File: src/rtl/pipe_stage_reg.sv
// Two-entry skid-buffer pipeline stage (MAIN head register + SKID register), all outputs registered.
// Optional macro PIPE_STAGE_REG_STALL_CNT_EN adds a saturating 16-bit stall counter port.
module pipe_stage_reg #(
    parameter int DATA_W = 32,
    parameter int CTRL_W = 8
) (
    input  logic              clk,
    input  logic              rst,
    input  logic              in_valid,
    output logic              in_ready,
    input  logic [DATA_W-1:0] in_data,
    input  logic [CTRL_W-1:0] in_ctrl,
    input  logic              flush,
    output logic              out_valid,
    input  logic              out_ready,
    output logic [DATA_W-1:0] out_data,
    output logic [CTRL_W-1:0] out_ctrl,
    output logic [1:0]        occupancy
`ifdef PIPE_STAGE_REG_STALL_CNT_EN
    ,
    output logic [15:0]       stall_cnt
`endif
);

    typedef enum logic [1:0] {
        EMPTY = 2'd0,
        ONE   = 2'd1,
        FULL  = 2'd2
    } state_t;

    state_t              r_state;
    state_t              w_nextState;
    logic                r_inReady;
    logic                r_outValid;
    logic [1:0]          r_occupancy;
    logic [DATA_W-1:0]   r_mainData;
    logic [CTRL_W-1:0]   r_mainCtrl;
    logic [DATA_W-1:0]   r_skidData;
    logic [CTRL_W-1:0]   r_skidCtrl;
    logic [DATA_W-1:0]   w_mainDataNext;
    logic [CTRL_W-1:0]   w_mainCtrlNext;
    logic [DATA_W-1:0]   w_skidDataNext;
    logic [CTRL_W-1:0]   w_skidCtrlNext;
    logic                w_push;
    logic                w_pop;

    assign w_push = in_valid & r_inReady;
    assign w_pop  = r_outValid & out_ready;

    always_ff @(posedge clk or negedge rst) begin
        if (!rst) begin
            r_state <= EMPTY;
        end else begin
            r_state <= w_nextState;
        end
    end

    always_comb begin
        w_nextState = r_state;
        if (flush) begin
            w_nextState = EMPTY;
        end else begin
            case (r_state)
                EMPTY:   if (w_push) w_nextState = ONE;
                ONE: begin
                    if (w_push && !w_pop)      w_nextState = FULL;
                    else if (!w_push && w_pop) w_nextState = EMPTY;
                end
                FULL:    if (w_pop) w_nextState = ONE;
                default: w_nextState = EMPTY;
            endcase
        end
    end

    // Payload steering; MAIN is zeroed when it empties so out_ctrl reads 0 whenever out_valid is low.
    always_comb begin
        w_mainDataNext = r_mainData;
        w_mainCtrlNext = r_mainCtrl;
        w_skidDataNext = r_skidData;
        w_skidCtrlNext = r_skidCtrl;
        if (flush) begin
            w_mainDataNext = '0;
            w_mainCtrlNext = '0;
            w_skidDataNext = '0;
            w_skidCtrlNext = '0;
        end else begin
            case (r_state)
                EMPTY: begin
                    if (w_push) begin
                        w_mainDataNext = in_data;
                        w_mainCtrlNext = in_ctrl;
                    end
                end
                ONE: begin
                    if (w_push && w_pop) begin
                        w_mainDataNext = in_data;
                        w_mainCtrlNext = in_ctrl;
                    end else if (w_push) begin
                        w_skidDataNext = in_data;
                        w_skidCtrlNext = in_ctrl;
                    end else if (w_pop) begin
                        w_mainDataNext = '0;
                        w_mainCtrlNext = '0;
                    end
                end
                FULL: begin
                    if (w_pop) begin
                        w_mainDataNext = r_skidData;
                        w_mainCtrlNext = r_skidCtrl;
                        w_skidDataNext = '0;
                        w_skidCtrlNext = '0;
                    end
                end
                default: begin
                    w_mainDataNext = '0;
                    w_mainCtrlNext = '0;
                    w_skidDataNext = '0;
                    w_skidCtrlNext = '0;
                end
            endcase
        end
    end

    // Status outputs are registered from the next state so no output has a combinational path.
    always_ff @(posedge clk or negedge rst) begin
        if (!rst) begin
            r_inReady   <= 1'b1;
            r_outValid  <= 1'b0;
            r_occupancy <= 2'd0;
            r_mainData  <= '0;
            r_mainCtrl  <= '0;
            r_skidData  <= '0;
            r_skidCtrl  <= '0;
        end else begin
            r_inReady   <= (w_nextState != FULL);
            r_outValid  <= (w_nextState != EMPTY);
            r_occupancy <= w_nextState;
            r_mainData  <= w_mainDataNext;
            r_mainCtrl  <= w_mainCtrlNext;
            r_skidData  <= w_skidDataNext;
            r_skidCtrl  <= w_skidCtrlNext;
        end
    end

    assign in_ready  = r_inReady;
    assign out_valid = r_outValid;
    assign out_data  = r_mainData;
    assign out_ctrl  = r_mainCtrl;
    assign occupancy = r_occupancy;

`ifdef PIPE_STAGE_REG_STALL_CNT_EN
    logic [15:0] r_stallCnt;

    // Saturating count of cycles the head is held by downstream; only reset clears it.
    always_ff @(posedge clk or negedge rst) begin
        if (!rst) begin
            r_stallCnt <= 16'd0;
        end else if (r_outValid && !out_ready && (r_stallCnt != 16'hFFFF)) begin
            r_stallCnt <= r_stallCnt + 16'd1;
        end
    end

    assign stall_cnt = r_stallCnt;
`endif

endmodule
File: config.mk
export PLATFORM = sky130hd
export DESIGN_NAME = pipe_stage_reg
export DESIGN_NICKNAME = d
export VERILOG_FILES = /design/src/rtl/pipe_stage_reg.sv
export SDC_FILE = /design/constraint.sdc
export NUM_CORES = 1
export LEC_CHECK = 0
export BUFFER_PORTS_ARGS = -buffer_cell sky130_fd_sc_hd__buf_4
export CELL_PAD_IN_SITES_DETAIL_PLACEMENT = 0
export CELL_PAD_IN_SITES_GLOBAL_PLACEMENT = 2
export CORE_MARGIN = 10
export CORE_UTILIZATION = 39
export DETAILED_ROUTE_END_ITERATION = 7
export PLACE_DENSITY_LB_ADDON = 0.1
export SYNTH_ARGS = -nofsm -noshare
export SYNTH_HDL_FRONTEND = slang
export SYNTH_SLANG_ARGS = --single-unit
File: constraint.sdc
create_clock -name clk -period 2.25 [get_ports clk]
set_clock_uncertainty 0.05 [all_clocks]
set_input_delay 0.225 -clock clk [delete_from_list [all_inputs] [get_ports clk]]
set_output_delay 0.225 -clock clk [all_outputs]
set_load 0.03 [all_outputs]
== After elaboration in Yosys (flattened, before gate mapping) ==
Index checks and enable logic that the tools add are counted.
Word-level totals
  flip-flop bits (word level): 84
  output and inout bits: 44
  input bits: 45
  logic and storage cells: 54
Cells by class
  bitwise logic cells: 2
  muxes and demuxes: 26
  eq/ne operators: 10
  reduce and logical (&&, ||, !) cells: 9
Operators with widths (number)
  32-bit two-way mux: 8
  32-bit one-hot mux with 3 select lines: 2
  8-bit two-way mux: 8
  8-bit one-hot mux with 3 select lines: 2
  3-bit inequality test, second input constant: 4
  2-bit two-way mux: 5
  4-bit inequality test, second input constant: 2
  4-bit AND reduction: 2
  2-bit one-hot mux with 3 select lines: 1
  2-bit inequality test, second input constant: 2
  1-bit logical AND: 3
  1-bit bitwise AND: 2
  2-bit by 1-bit == test with 1-bit output, second input constant: 1
  2-bit == test, second input constant: 1
  1-bit logical NOT: 2
  2-bit logical NOT: 1
  2-bit nonzero test: 1

== Logic depth before layout (Yosys ltp) ==
  word-level depth: 8
  gate-level depth with buffers: 6
  depth with buffers taken out: 4

== Worst setup path before layout ==
OpenSTA, ideal clock, no wires.
  path kind: flip-flop to flip-flop
  from: register occupancy[0] (netlist name)
  to: register r_mainCtrl[0], in the netlist out_ctrl[0]
  library setup time: 0.121 ns
  period minus slack after synthesis: 1.667 ns
  data arrival time: 1.496 ns
  path buffers: 2
  stages on the path, launching flop included: 7
  data required time: 2.079 ns
  slack: 0.583 ns
  cell sequence: dfrtp_1 > buf_4 > xnor2_1 > o2bb2ai_1 > and2b_1 > buf_2 > a22o_1
RTL lines
  end signal, assigned: RTL line 139  | r_mainCtrl <= w_mainCtrlNext;
  end, declared: RTL line 37  | logic [CTRL_W-1:0] r_mainCtrl;

==> run_results.csv <==
group,metric,value,unit
outcome,status,"finished, final reports clean",
sta,final-hold-violation-count,0,
finish,multi_input_area,1674,µm²
sta,rsz0062_at_grt,"false",
clock_tree,cts_buffers,9,
clock_tree,clk_pin_slew,90,ps
power,p_comb_share,21.6,%
floorplan,start_util,40.14,%
finish,layout.area.seq,2106,µm²
global_routing,grt_overflow,0,
clock_tree,cts_buffer_depth,2,
sta,fmax,488.6,MHz
global_routing,grt_pass1_wl,17020,µm
clock_tree,cts_max_level,3,
clock_tree,clock_latency,340,ps
route,wl_per_cell,20.56,µm
clock_tree,cts_setup_buffers,0,
global_routing,grt_use_total,14.59,%
synthesis,yosysTopAreaCellShare,52.93,%
global_routing,antenna_found_initial,0,
critical_path,cp_top_family,"simple AND/OR/NAND/NOR gates",
synthesis,syn-instance-count,303,
critical_path,worstSetupEndpointType,"flop",
route,antenna_left,0,
route,drt_pass1_iterations,4,
finish,drive_above_1_share,31.27,%
power,vdd_ir_drop_max,303.1,µV
power,seq_power_share,46.2,%
global_routing,grt_max_degree,58,
sta,fin_tns_setup,0,ps
finish,nFillCells,895,
finish,layout.nets,428,
floorplan,rows,36,
sta,min_period,2047,ps
placed_design,port_buffers,88,
min_path,min_path_type,"input pin to flop",
clock_tree,cts_root_buf,"clkbuf_8",
finish,diodes,0,
synthesis,syn-num-nets,348,
finish,stdcell_area,4936,µm²
placed_design,place.gp.congestion,0.7936,
flow_run,cap_violations,0,
critical_path,crit_slowest_cell,"nor2_4",
finish,mostFrequentLayoutCell,"buf_4",
route,vias,2939,
critical_path,worstPathRequired,2480,ps
global_routing,grt_pass1_vias,3104,
synthesis,synth_cell_types,26,
critical_path,crit_chain,"xnor2_1 -> a2bb2oi_1 -> nor2_4 -> a22o_1",
critical_path,path_buf_inv,0,
power,swShare,29.97,%
synthesis,seq_area_frac_synth,53.60,%
finish,final_util,50.50,%
sta,whs,58.83,ps
critical_path,slowest_delay,760,ps
route,initialDrtViolationCount,167,
critical_path,start_kind,"flop",
synthesis,ys_warn_count,0,
sta,drv_slew,0,
route,via_per_inst,5.652,
synthesis,yosysTopAreaCell,"dfrtp_1",
placed_design,dp_hpwl,6759,µm
sta,slew_headroom,33.04,%
sta,fin_crit_sh,90.96,%
power,p_per_area,733.2,nW/µm²
clock_tree,cts_tree,"built",
floorplan,dieWidth,120.3,µm
critical_path,cp.arrival,2270,ps
floorplan,io_pins,89,
sta,setup_viol,0,
synthesis,syn_area,3924,µm²
clock_tree,numClockSinks,84,
floorplan,dieArea,14470,µm²
power,power.static_leakage,2.248,nW
synthesis,synth-seq-cells,84,
power,clockPowerShare,32.2,%
critical_path,crit_fanout,40,
synthesis,syn-mean-instance-area,12.95,µm²
power,power_switching,1.085,mW
route,drc_errors,0,
floorplan,coreArea,9774,µm²
critical_path,critical_path_class,"flop to flop",
sta,worst_pin_slew,1002,ps
placed_design,placed_cell_area,4703,µm²
route,drt-total-wl,10690,µm
synthesis,synth_area_leaders,"dfrtp_1 (53%), a22o_1 (18%), mux2i_1 (10%)",
finish,syn_to_final_growth,25.80,%
floorplan,die_h,120.3,µm
power,p_int,2.535,mW
finish,layout_common_cells,"buf_4 (94), dfrtp_1 (81), a22o_1 (80)",
==> area by class of cell <==
type	count	share of cell area, %
Sequential cell	84	42.66
Timing Repair Buffer	98	15.72
Inverter	2	0.1521
Tap cell	133	3.371
Multi-Input combinational cell	188	33.92
Clock buffer	11	2.662
Clock inverter	4	1.521
==> registers in the layout, summed over array words and instances, names as in the netlist <==
signal and flops:
out_data 32, r_skidData 32, out_ctrl 8, r_skidCtrl 8, occupancy 2, in_ready 1
out_valid 1
==> per-stage QoR <==
stage / total power [mW] / cells / worst slack (ps)
finish: 3.619 / 520 / 203.3
global route: 3.788 / 520 / 30.92
CTS: 3.653 / 519 / 74.35
detailed placement: 2.487 / 503 / 94.54
global placement: 2.479 / 503 / 112.1
floorplan: 2.154 / 303 / 583.1
==> synth_stat cells <==
| master | instances |
|---|---|
| and2b_1 | 1 |
| buf_2 | 21 |
| or3_1 | 1 |
| a21oi_1 | 3 |
| a31oi_1 | 1 |
| inv_1 | 2 |
| xnor2_1 | 1 |
| a2bb2oi_1 | 1 |
| nor2_1 | 4 |
| and2_1 | 1 |
| dfstp_2 | 1 |
| o21bai_1 | 1 |
| buf_6 | 3 |
| nor2b_1 | 1 |
| dfrtp_1 | 83 |
| a22o_1 | 80 |
| nand2_1 | 5 |
| buf_4 | 6 |
| nor3_4 | 1 |
| nor4_2 | 1 |
| and3b_1 | 1 |
| and3_1 | 1 |
| or3b_2 | 1 |
| o2bb2ai_1 | 41 |
| mux2i_1 | 40 |
| a21bo_2 | 1 |
==> power groups by stage <==
stage / Sequential [mW] / Combinational [mW] / Clock (mW)
after CTS: 1.67 / 0.788 / 1.19
after detailed placement: 1.70 / 0.785 / 0
final: 1.67 / 0.780 / 1.17
after global placement: 1.70 / 0.778 / 0
after global routing: 1.69 / 0.852 / 1.25
after floorplan: 1.82 / 0.334 / 0
==> timing repair <==
| item | 4_1_cts | 5_1_grt |
|---|---|---|
| resized for setup | 0 | 1 |
| hold endpoints to repair | 55 | 0 |
| hold buffers | 1 | 0 |
| endpoints found under the setup margin | 0 | 40 |
==> layer usage <==
layer | wire [µm] | share of wire, % | up-vias | GRT usage [%]
met1 | 5029 | 47 | 1490 | 19.48
met4 | 70 | 0.65 | 0 | 4.977
met2 | 4927 | 46 | 86 | 22.87
li1 | - | - | 1356 | -
met5 | 0 | 0 | - | 0
met3 | 661 | 6.2 | 7 | 3.304
==> final timing paths <==
| check | from | endpoint | slack, ps | cells after the start |
|---|---|---|---|---|
| min in group asynchronous | rst | out_data[16]$_DFFE_PN0P_ | 440 | 2 |
| max | occupancy[0]$_DFF_PN0_ | out_data[5]$_DFFE_PN0P_ | 200 | 4 |
| max reg2reg | occupancy[0]$_DFF_PN0_ | out_data[5]$_DFFE_PN0P_ | 200 | 4 |
| min reg2reg | r_skidData[21]$_DFFE_PN0P_ | r_skidData[21]$_DFFE_PN0P_ | 460 | 1 |
| min | in_data[26] | r_skidData[26]$_DFFE_PN0P_ | 60 | 2 |
| max in group asynchronous | rst | r_skidCtrl[2]$_DFFE_PN0P_ | 1100 | 3 |
==> cell families after synthesis <==
logic type / count (synthesis) / synth area share [%]
compound gates: 128 / 28.22
xor+xnor: 1 / 0.2233
buf+inv: 32 / 4.879
flops: 84 / 53.60
mux: 40 / 10.20
simple gates: 18 / 2.870
Power figures use the tool's default switching activity.
